File: src/rtl/bus_demux_nline.sv
// Purpose : routes one input word to one of LINES single-entry output channels chosen by sel
//           (optional broadcast to all channels when built with DEMUX_BCAST_EN).
// Latency : 1 clock from accepted input to out_valid/out_data of the target channel.
// Backpressure: in_ready drops when the selected channel (or any channel, on broadcast) is full
//               and not being drained this cycle; an illegal sel is always accepted and dropped.
//
// Ports:
//   clk        rising-edge clock
//   clr_n      asynchronous active-low clear of all channels and err
//   in_data    word to route, qualified by in_valid
//   in_valid   in_data/sel (and bcast) valid this cycle
//   in_ready   combinational accept for the current sel/bcast
//   sel        destination channel index
//   bcast      (DEMUX_BCAST_EN only) load every channel instead of channel sel
//   out_data   channel k word at [k*WIDTH +: WIDTH]; retains last value while invalid
//   out_valid  channel k holds an undelivered word
//   out_ready  channel k consumer takes its word this cycle
//   err        sticky: a word was dropped because sel >= LINES
//
// Configuration macro: DEMUX_BCAST_EN (adds port bcast and the broadcast path).
module bus_demux_nline #(
  parameter int WIDTH = 8,
  parameter int LINES = 4,
  parameter int SEL_W = $clog2(LINES)
) (
  input  logic                   clk,
  input  logic                   clr_n,
  input  logic [WIDTH-1:0]       in_data,
  input  logic                   in_valid,
  output logic                   in_ready,
  input  logic [SEL_W-1:0]       sel,
`ifdef DEMUX_BCAST_EN
  input  logic                   bcast,
`endif
  output logic [LINES*WIDTH-1:0] out_data,
  output logic [LINES-1:0]       out_valid,
  input  logic [LINES-1:0]       out_ready,
  output logic                   err
);

  // One extra bit so LINES itself is representable next to sel.
  localparam logic [SEL_W:0] LINES_V = (SEL_W+1)'(LINES);

  logic [LINES-1:0] free;      // channel can take a word on this edge
  logic [LINES-1:0] sel_hot;   // one-hot decode of sel; all zero when sel is out of range
  logic             sel_legal;
  logic             free_sel;
  logic             xfer;
  logic [LINES-1:0] load;
  logic             drop;

  // A full channel that is being drained this cycle can be reloaded on the same edge.
  assign free      = ~out_valid | out_ready;
  assign sel_legal = ({1'b0, sel} < LINES_V);

  always_comb begin
    sel_hot = '0;
    for (int k = 0; k < LINES; k++) begin
      if ({1'b0, sel} == (SEL_W+1)'(k)) begin
        sel_hot[k] = 1'b1;
      end
    end
  end

  assign free_sel = |(free & sel_hot);

`ifdef DEMUX_BCAST_EN
  // Broadcast waits for every channel so no channel ever gets a partial copy.
  assign in_ready = bcast ? (&free) : (~sel_legal | free_sel);
  assign xfer     = in_valid & in_ready;
  assign load     = xfer ? (bcast ? {LINES{1'b1}} : sel_hot) : '0;
  assign drop     = xfer & ~bcast & ~sel_legal;
`else
  // Illegal sel is accepted so the producer never deadlocks; the word is discarded.
  assign in_ready = ~sel_legal | free_sel;
  assign xfer     = in_valid & in_ready;
  assign load     = xfer ? sel_hot : '0;
  assign drop     = xfer & ~sel_legal;
`endif

  always_ff @(posedge clk or negedge clr_n) begin
    if (!clr_n) begin
      out_valid <= '0;
      out_data  <= '0;
      err       <= 1'b0;
    end else begin
      for (int k = 0; k < LINES; k++) begin
        if (load[k]) begin
          // Reload wins over delivery: valid stays high and the new word appears.
          out_data[k*WIDTH +: WIDTH] <= in_data;
          out_valid[k]               <= 1'b1;
        end else if (out_ready[k]) begin
          out_valid[k] <= 1'b0;
        end
      end
      if (drop) begin
        err <= 1'b1;
      end
    end
  end

endmodule

File: config.mk
export PLATFORM = sky130hd
export DESIGN_NAME = bus_demux_nline
export DESIGN_NICKNAME = d
export VERILOG_FILES = /design/src/rtl/bus_demux_nline.sv
export SDC_FILE = /design/constraint.sdc
export NUM_CORES = 1
export LEC_CHECK = 0
export CAP_MARGIN = 40
export CORE_MARGIN = 3
export CORE_UTILIZATION = 42
export CTS_BUF_LIST = sky130_fd_sc_hd__clkbuf_16
export CTS_CLUSTER_DIAMETER = 200
export CTS_CLUSTER_SIZE = 10
export DETAILED_ROUTE_END_ITERATION = 8
export GPL_TIMING_DRIVEN = 0
export PLACE_DENSITY = 0.82
export SYNTH_ARGS = -nofsm -noshare
export SYNTH_HDL_FRONTEND = slang
export SYNTH_SLANG_ARGS = --single-unit
File: constraint.sdc
create_clock -name clk -period 1.89 [get_ports clk]
set_clock_uncertainty 0.15 [all_clocks]
set_input_delay 0.189 -clock clk [delete_from_list [all_inputs] [get_ports clk]]
set_output_delay 0.189 -clock clk [all_outputs]
set_load 0.03 [all_outputs]
==> results.txt, run 1 <==
The number of library cell types mapped by synthesis came out at 14. The layout overhead on the synthesized area is 52.88%. Setup repair after global routing left no endpoint under its margin.

In the routed layout, each cell is associated on average with a via count of 4.810. In this design, the largest share of critical-path delay is due to buffers and inverters. The initial standard-cell utilization of the core is 0.4516.

The hold violation count in the final report is 0. The sequential cell area fraction in the yosys report came out at 0.6377. The wire length per cell after detailed routing came out at about 16 um. The final critical path time including I/O delays and setup is 1.770 ns. The static leakage is around 0.00092 uW. The final cell count without fillers is approximately 200.

The number of buffer and inverter instances along the worst setup path is 2. After the last flow step, the layout net total stands at roughly 170. The length in cells of the worst reg-to-reg path came out at 3.

The total half-perimeter wirelength after legalization and detailed placement is 2.197 mm. The initial antenna violation count came out at 0. The category of the most critical setup path is input pin to output port.

The site row count is 20. The via count came out at around 940. For this run, the slowest stage of the critical path takes between 0.4 and 0.5 ns. The number of CTS-inserted buffers came out at 5. TritonCTS built the clock tree.

The startpoint identified for the worst register-to-register timing path is out_valid[2]$_DFFE_PN0P_. The number of warnings reported in the yosys synthesis log is 0. Of all cell types, the one taking the most synthesized area is sky130_fd_sc_hd__dfrtp_1. The cell count after synthesis is 90. Walking the worst path, the cells encountered are clkdlybuf4s50_1 -> nand2b_1 -> mux4_2 -> buf_2. The endpoint of the most critical setup path is in_ready. The maximum number of pins on one net before global-route repair came out at 37.

In this run the tool buffered the top-level ports with 52 buffer cells. Dividing total power by cell area gives a power density of approximately 1300 nW/um^2. The maximum fanout along the worst path is 3. The number of logic stages on the critical path including buffering came out at 4. The net count of the mapped netlist is 107. The instance area after placement came out at between 1500 and 2000 sq um. By area the synthesized netlist is led by sky130_fd_sc_hd__dfrtp_1 (64%), sky130_fd_sc_hd__mux2_2 (26%), sky130_fd_sc_hd__nand2b_1 (1.8%), sky130_fd_sc_hd__mux4_2 (1.6%), sky130_fd_sc_hd__nand2_1 (1.3%).

The worst register-to-register path ends at out_data[16]$_DFFE_PN0P_. Timing would allow up to between 500 and 600 MHz. The tightest min-delay check is of the input pin to register type.

The top-area cell type share of the netlist area is 0.6377. After routing, the total negative slack on setup checks comes to 0 ns. The worst-case IR drop observed on VDD is 0.7559 mV. The number of global-route vias before repair is ~1,000. The die covers a little over 4000 sq um.

The number of placed instances, taps included, is between 150 and 200. The worst-case clock buffer depth is 2. The flop and latch count out of synthesis is 36. The routability congestion estimate from global placement came out at between 0.7 and 0.8. The H-tree depth reported by CTS is 2.

The number of endpoints failing setup at the final stage came out at 0. The antenna diode count is 0. The wire length after detailed routing is slightly above 3 mm. The internal reg-to-reg setup slack is about 0.26 ns. The global-route wire length before repair is 5.223 mm. The global-route congestion overflow total came out at 0.

The critical path launch point is out_ready[0]. The required time at the worst-slack endpoint came out at around 1.6 ns. The area of the core is roughly 3100 sq um. The flow ran to the end, and the final reports show no timing, DRC or antenna violations. Max-cap violations in this run came to 0. The detailed-route DRC error count is 0. Among all stages on the critical path, the largest delay is contributed by sky130_fd_sc_hd__mux4_2. The die is 64.00 um wide.

The clock transition at the registers of the reported paths came out at 0.05 ns. The number of filler cells placed in the layout came out at ~220. The actual slew at the worst max-slew pin is 0.7834 ns. The residual antenna-violating net count after detailed routing is 0. The post-synthesis average cell area is approximately 16 sq um. The number of detailed-routing iterations run before antenna repair came out at 3.

The endpoint class of the critical path is an output port. The aggregate global-route resource usage came out at 0.1731. The die is 64.00 um tall. The final period utilization came out at 0.9367.

The top-level port count came out at 55. After synthesis the cells add up to about 1400 sq um. The worst setup path is launched from an input pin. The clock insertion delay at the later pin of the skew report is roughly 0.27 ns. In the final layout, the share of cells above drive strength 1 is 0.3245.

The worst path arrival time is between 1 and 1.5 ns. The worst-case headroom to the max-slew limit came out at 0.4777. The detailed router finished its first iteration with 31 violations. Once layout is done, the placed cells without fillers occupy about 2200 sq um.

The tree is rooted in a sky130_fd_sc_hd__clkbuf_16. The total clock sinks came out at 36. The max-slew violation count is 0.
tightest hold or removal path, cell delays in order:
cell and delay [ns]:
sky130_fd_sc_hd__buf_2 0.15, sky130_fd_sc_hd__nand2_1 0.07, sky130_fd_sc_hd__nand2_1 0.05
registers in the layout, indices dropped and copies added, names as in the netlist:
name       cells
out_valid      4
out_data      32
worst min-delay path by stage:
| stage | depth (start not counted) | to | startpoint | slack (ns) |
|---|---|---|---|---|
| after CTS | 3 | out_valid[1]$_DFFE_PN0P_ | sel[0] | 0.08 |
| after floorplan | 0 | out_data[0]$_DFFE_PN0P_ | clr_n | -0.26 |
| final | 3 | out_valid[1]$_DFFE_PN0P_ | sel[0] | 0.07 |
| after global placement | 1 | out_data[6]$_DFFE_PN0P_ | out_data[6]$_DFFE_PN0P_ | 0.34 |
| after detailed placement | 1 | out_data[6]$_DFFE_PN0P_ | clr_n | 0.16 |
| after global routing | 3 | out_valid[1]$_DFFE_PN0P_ | sel[0] | 0.10 |
kinds of logic (layout without fill, tap and decap cells):
group	count (synthesis)	after routing	synth area share
buffers and inverters	4	65	0.01594
other	1	1	0.002655
muxes	33	33	0.2710
DFF	36	36	0.6377
and+or+nand+nor	15	15	0.06909
AOI/OAI and AO/OA	1	1	0.003540
layer usage:
metal	share of wire	track usage	up-vias
li1	-	-	431
met3	0.064	0.05448	6
met1	0.42	0.1954	463
met5	0	0	-
met4	0.023	0.09973	0
met2	0.49	0.2865	38
cell usage in the layout, fill, tap and decap left out, types with 2 or more instances in the layout:
cell | synthesis | final
sky130_fd_sc_hd__clkdlybuf4s50_1 | 0 | 50
sky130_fd_sc_hd__clkbuf_16 | 0 | 5
sky130_fd_sc_hd__nand2_1 | 5 | 5
sky130_fd_sc_hd__nand2b_1 | 4 | 4
sky130_fd_sc_hd__nor2b_1 | 2 | 2
sky130_fd_sc_hd__dfrtp_1 | 36 | 36
sky130_fd_sc_hd__buf_2 | 3 | 5
sky130_fd_sc_hd__mux2_2 | 32 | 32
cell type report:
| type | instances | area [sq um] | area share |
|---|---|---|---|
| well taps | 44 | 55.05 | 0.02549 |
| clock buffers | 5 | 125.1 | 0.05794 |
| repair buffers | 53 | 520.5 | 0.2410 |
| plain buffers | 4 | 22.52 | 0.01043 |
| multi-input cells | 50 | 489.2 | 0.2265 |
| clock inverters | 3 | 46.29 | 0.02144 |
| flip-flops and latches | 36 | 900.9 | 0.4171 |
stage by stage:
stage	setup slack [ns]	power [uW]	util	hold slack, ns
2_1_floorplan	0.2989	1483	-	-0.2566
3_3_place_gp	-0.2889	1873	0.6356	0.3366
3_5_place_dp	-0.2878	1894	0.6340	0.1632
4_1_cts	0.01015	2835	0.6924	0.07589
5_1_grt	0.02613	2916	0.6904	0.1032
6_report	0.1197	2800	0.6904	0.07412
Yosys cell counts (all sizes together):
library cell / n
and3: 1
buf: 4
conb: 1
dfrtp: 36
mux2: 32
mux4: 1
nand2: 5
nand2b: 4
nand3: 1
nand3b: 1
nor2b: 2
nor3b: 1
o21ai: 1
report_power, final:
part	switching [uW]	internal, uW
Sequential	79.2	923
Clock	304	625
Combinational	464	404
Total	848	1950
what timing repair did:
| action | CTS | global route |
|---|---|---|
| buffers inserted | 0 | 0 |
| setup endpoints to repair | 1 | 1 |
| pin swaps | 0 | 0 |
| endpoints found under the hold margin | 36 | 0 |
| resized for setup | 3 | 2 |
| hold buffers | 1 | 0 |
No activity file was read; power rests on OpenSTA's default activity.
==> run 2, diff against run 1 <==
--- a/config.mk
+++ b/config.mk
@@ -5,7 +5,6 @@
 export SDC_FILE = /design/constraint.sdc
 export NUM_CORES = 1
 export LEC_CHECK = 0
-export CAP_MARGIN = 40
 export CORE_MARGIN = 3
 export CORE_UTILIZATION = 42
 export CTS_BUF_LIST = sky130_fd_sc_hd__clkbuf_16
==> results of run 2 <==
Final layout, timing and power as in run 1 (identical DEF).
==> run 3, diff against run 2 <==
==> config.mk (replaced) <==
export PLATFORM = sky130hd
export DESIGN_NAME = bus_demux_nline
export DESIGN_NICKNAME = d
export VERILOG_FILES = /design/src/rtl/bus_demux_nline.sv
export SDC_FILE = /design/constraint.sdc
export NUM_CORES = 1
export LEC_CHECK = 0
export CELL_PAD_IN_SITES_DETAIL_PLACEMENT = 0
export CELL_PAD_IN_SITES_GLOBAL_PLACEMENT = 2
export CORE_MARGIN = 3
export CORE_UTILIZATION = 28
export CTS_BUF_LIST = sky130_fd_sc_hd__clkbuf_16
export CTS_CLUSTER_DIAMETER = 200
export DETAILED_ROUTE_END_ITERATION = 8
export GPL_TIMING_DRIVEN = 0
export PLACE_DENSITY = 0.83
export SYNTH_ARGS = -nofsm -noshare
export SYNTH_HDL_FRONTEND = slang
export SYNTH_SLANG_ARGS = --single-unit
==> run 3 against run 2 <==
  * Clock-buffer cell count is the same
  * Critical path depth is the same
  * Maximum frequency grew 0.67%
  * Die area grew 45%
  * Routed wire length grew 5.5%
  * Sequential share of layout area grew 0.19 points
  * Combinational power grew 0.7%
  * Clock power shrank 20%
  * Largest power group unchanged
==> results.txt, run 3 (same netlist as run 1, synthesis figures left out) <==
The run finished with clean final reports. The largest incremental delay on the critical path is 0.47 ns. The cell area after layout is about 2100 sq um. The initial utilization of the core area, before any placement, comes to 0.2952. The instance area after placement came out at about 2000 sq um. The worst setup path is of the input pin to output port kind. The switching share of power came out at 0.3136. The clock insertion delay at the later pin of the skew report is ~0.27 ns. The internal portion of total power is around 1800 uW.

The actual slew at the worst max-slew pin is approximately 0.80 ns. The fraction of final layout cells with drive strength greater than 1 came out at 0.3067. The post-CTS setup buffer count is 0. The die width is a little under 80 um. The initial antenna violation count came out at 0.

The net switching power is ~820 uW. The global-route wire length before repair is between 5 and 6 mm. The worst-case clock buffer depth came out at 2. The clock share of power came out at 0.283. The power density over the cells came out at 1218 nW/um^2. The proportion of power drawn by flip-flops and latches is 0.383. The core region is approximately 4800 sq um. The required time at the worst-slack endpoint is between 1.5 and 2 ns. The worst setup path is launched from an input pin. The die outline area is 5934 sq um. In this run the remaining antenna-violating nets after routing total 0. Across the VDD grid, the largest voltage drop is around 0.62 mV. The vertical die dimension came out at ~77 um.

The maximum number of pins on one net before global-route repair is 37. The number of global-route vias before repair came out at a little over 1,000. The flip-flop count of the largest register, all copies and words added is 32. The layout overhead on the synthesized area came out at 52.17%.

Timing would allow up to roughly 570 MHz. The hold violation count in the final report is 0. The top-level port count is 55.

The static leakage came out at 0.0009013 uW. The worst setup slack after placement is -0.3025 ns. The wire length per cell after detailed routing is between 10 and 15 um. The number of max-cap violations is 0.

In the layout the commonest cells are sky130_fd_sc_hd__clkdlybuf4s50_1 (50), sky130_fd_sc_hd__dfrtp_1 (36), sky130_fd_sc_hd__mux2_2 (32). The wire length after detailed routing is between 3 and 4 mm. TritonCTS built the clock tree. The endpoint class of the critical path is an output port. The critical path goes through clkdlybuf4s50_1 -> nand2b_1 -> mux4_2 -> buf_2. The total half-perimeter wirelength after legalization and detailed placement came out at around 2.3 mm. The tree is rooted in a sky130_fd_sc_hd__clkbuf_16. Of the total power, combinational logic draws 0.334. Leaving out fill and tap cells, the most frequent cell in the layout is sky130_fd_sc_hd__clkdlybuf4s50_1. The routability congestion estimate from global placement came out at 0.6779. Setup repair after global routing left no endpoint under its margin.

The DRC marker count from the first detailed-route iteration came out at 11. The max-slew violation count is 0. The global-route congestion overflow total came out at 0. The setup slack of the critical path after layout is between 0.1 and 0.15 ns. The H-tree depth reported by CTS came out at 2. The tightest min-delay check is of the input pin to register type. The cell with the largest stage delay on the worst path is sky130_fd_sc_hd__mux4_2. The worst path arrival time came out at about 1.4 ns.

Clock tree synthesis found a total of 36 sinks. The aggregate global-route resource usage came out at 0.1171. The largest registers in the layout are out_data x32, out_valid x4. The site row count came out at 25. The first detailed-routing pass ran for 3 iterations. At the end of the flow, the number of nets in the layout was about 170. The number of CTS-inserted buffers is 5.

The worst-case headroom to the max-slew limit is 0.4674. The detailed-route DRC error count is 0. The via count came out at between 900 and 1,000. The maximum fanout along the worst path came out at 3. Setup violations remaining at the end of the flow were counted as 0.

The clock transition at the registers of the reported paths came out at 0.05 ns. The quantity of I/O buffers inserted on ports came out at between 50 and 60. Dividing the detail-routed via count by the number of cells gives around 4.3. The antenna diode count came out at 0. The top register by number of flip-flops is out_data. The final period utilization is 0.9305.

The final critical path time including I/O delays and setup came out at roughly 1.8 ns.
run 3: changes by cell type in the layout (fill, tap and decap cells not counted), sizes merged:
| cell | previous run | this run |
|---|---|---|
| bufinv | 1 | 0 |
| clkinv | 0 | 2 |
| clkinvlp | 1 | 0 |
| inv | 1 | 0 |
run 3: what timing repair did:
action	CTS	global route
endpoints found under the hold margin	36	0
endpoints found under the setup margin	1	1
hold buffers	1	0
resized for setup	3	2
run 3: layout make-up:
class                           instances  area (sq um)
Fill cell                             435          2636
Multi-Input combinational cell         50         489.2
Buffer                                  4         22.52
Timing Repair Buffer                   53         520.5
Clock inverter                          2         7.507
Clock buffer                            5         125.1
Tap cell                               67         83.83
Sequential cell                        36         900.9
run 3: per-stage QoR:
step                      utilization  power [uW]  hold WS, ns  cells  TNS, ns
after detailed placement       0.4204        1896       0.1686    209   -2.493
after global placement         0.4214        1880       0.3405    209   -10.97
after floorplan                     -        1483      -0.2566     90        0
after global routing           0.4492        2742      0.08959    217        0
after CTS                      0.4505        2661      0.05948    217        0
final                          0.4492        2619      0.06540    217        0
run 3: metal layers:
layer / up-vias / routed length (um) / share of wire / global-route usage
met5: - / 0 / 0 / 0
met4: 0 / 0 / 0 / 0.02669
met3: 0 / 359 / 0.11 / 0.06338
met2: 37 / 1537 / 0.48 / 0.1899
met1: 465 / 1336 / 0.41 / 0.1366
li1: 430 / - / - / -
run 3: worst paths after layout:
path	start	to	slack (ns)	cells past startpoint
worst max register to register	out_valid[2]$_DFFE_PN0P_	out_data[17]$_DFFE_PN0P_	0.19	3
max in group asynchronous	clr_n	out_data[26]$_DFFE_PN0P_	0.69	2
min in group asynchronous	clr_n	out_data[22]$_DFFE_PN0P_	0.39	2
worst min-delay path	sel[0]	out_valid[1]$_DFFE_PN0P_	0.07	3
worst max-delay path	out_ready[0]	in_ready	0.13	4
worst min register to register	out_data[8]$_DFFE_PN0P_	out_data[8]$_DFFE_PN0P_	0.36	1
run 3: power groups by stage:
stage               Clock (uW)  Combinational (uW)  Sequential, uW
floorplan                    0                 168            1320
global placement             0                 874            1010
detailed placement           0                 881            1020
CTS                        769                 885            1010
global route               801                 914            1030
finish                     741                 874            1000
run 3: critical path, delay by kind of cell:
family                 cells  cell delay [ns]
and+or+nand+nor            1             0.18
buffers and inverters      2             0.58
muxes                      1             0.47
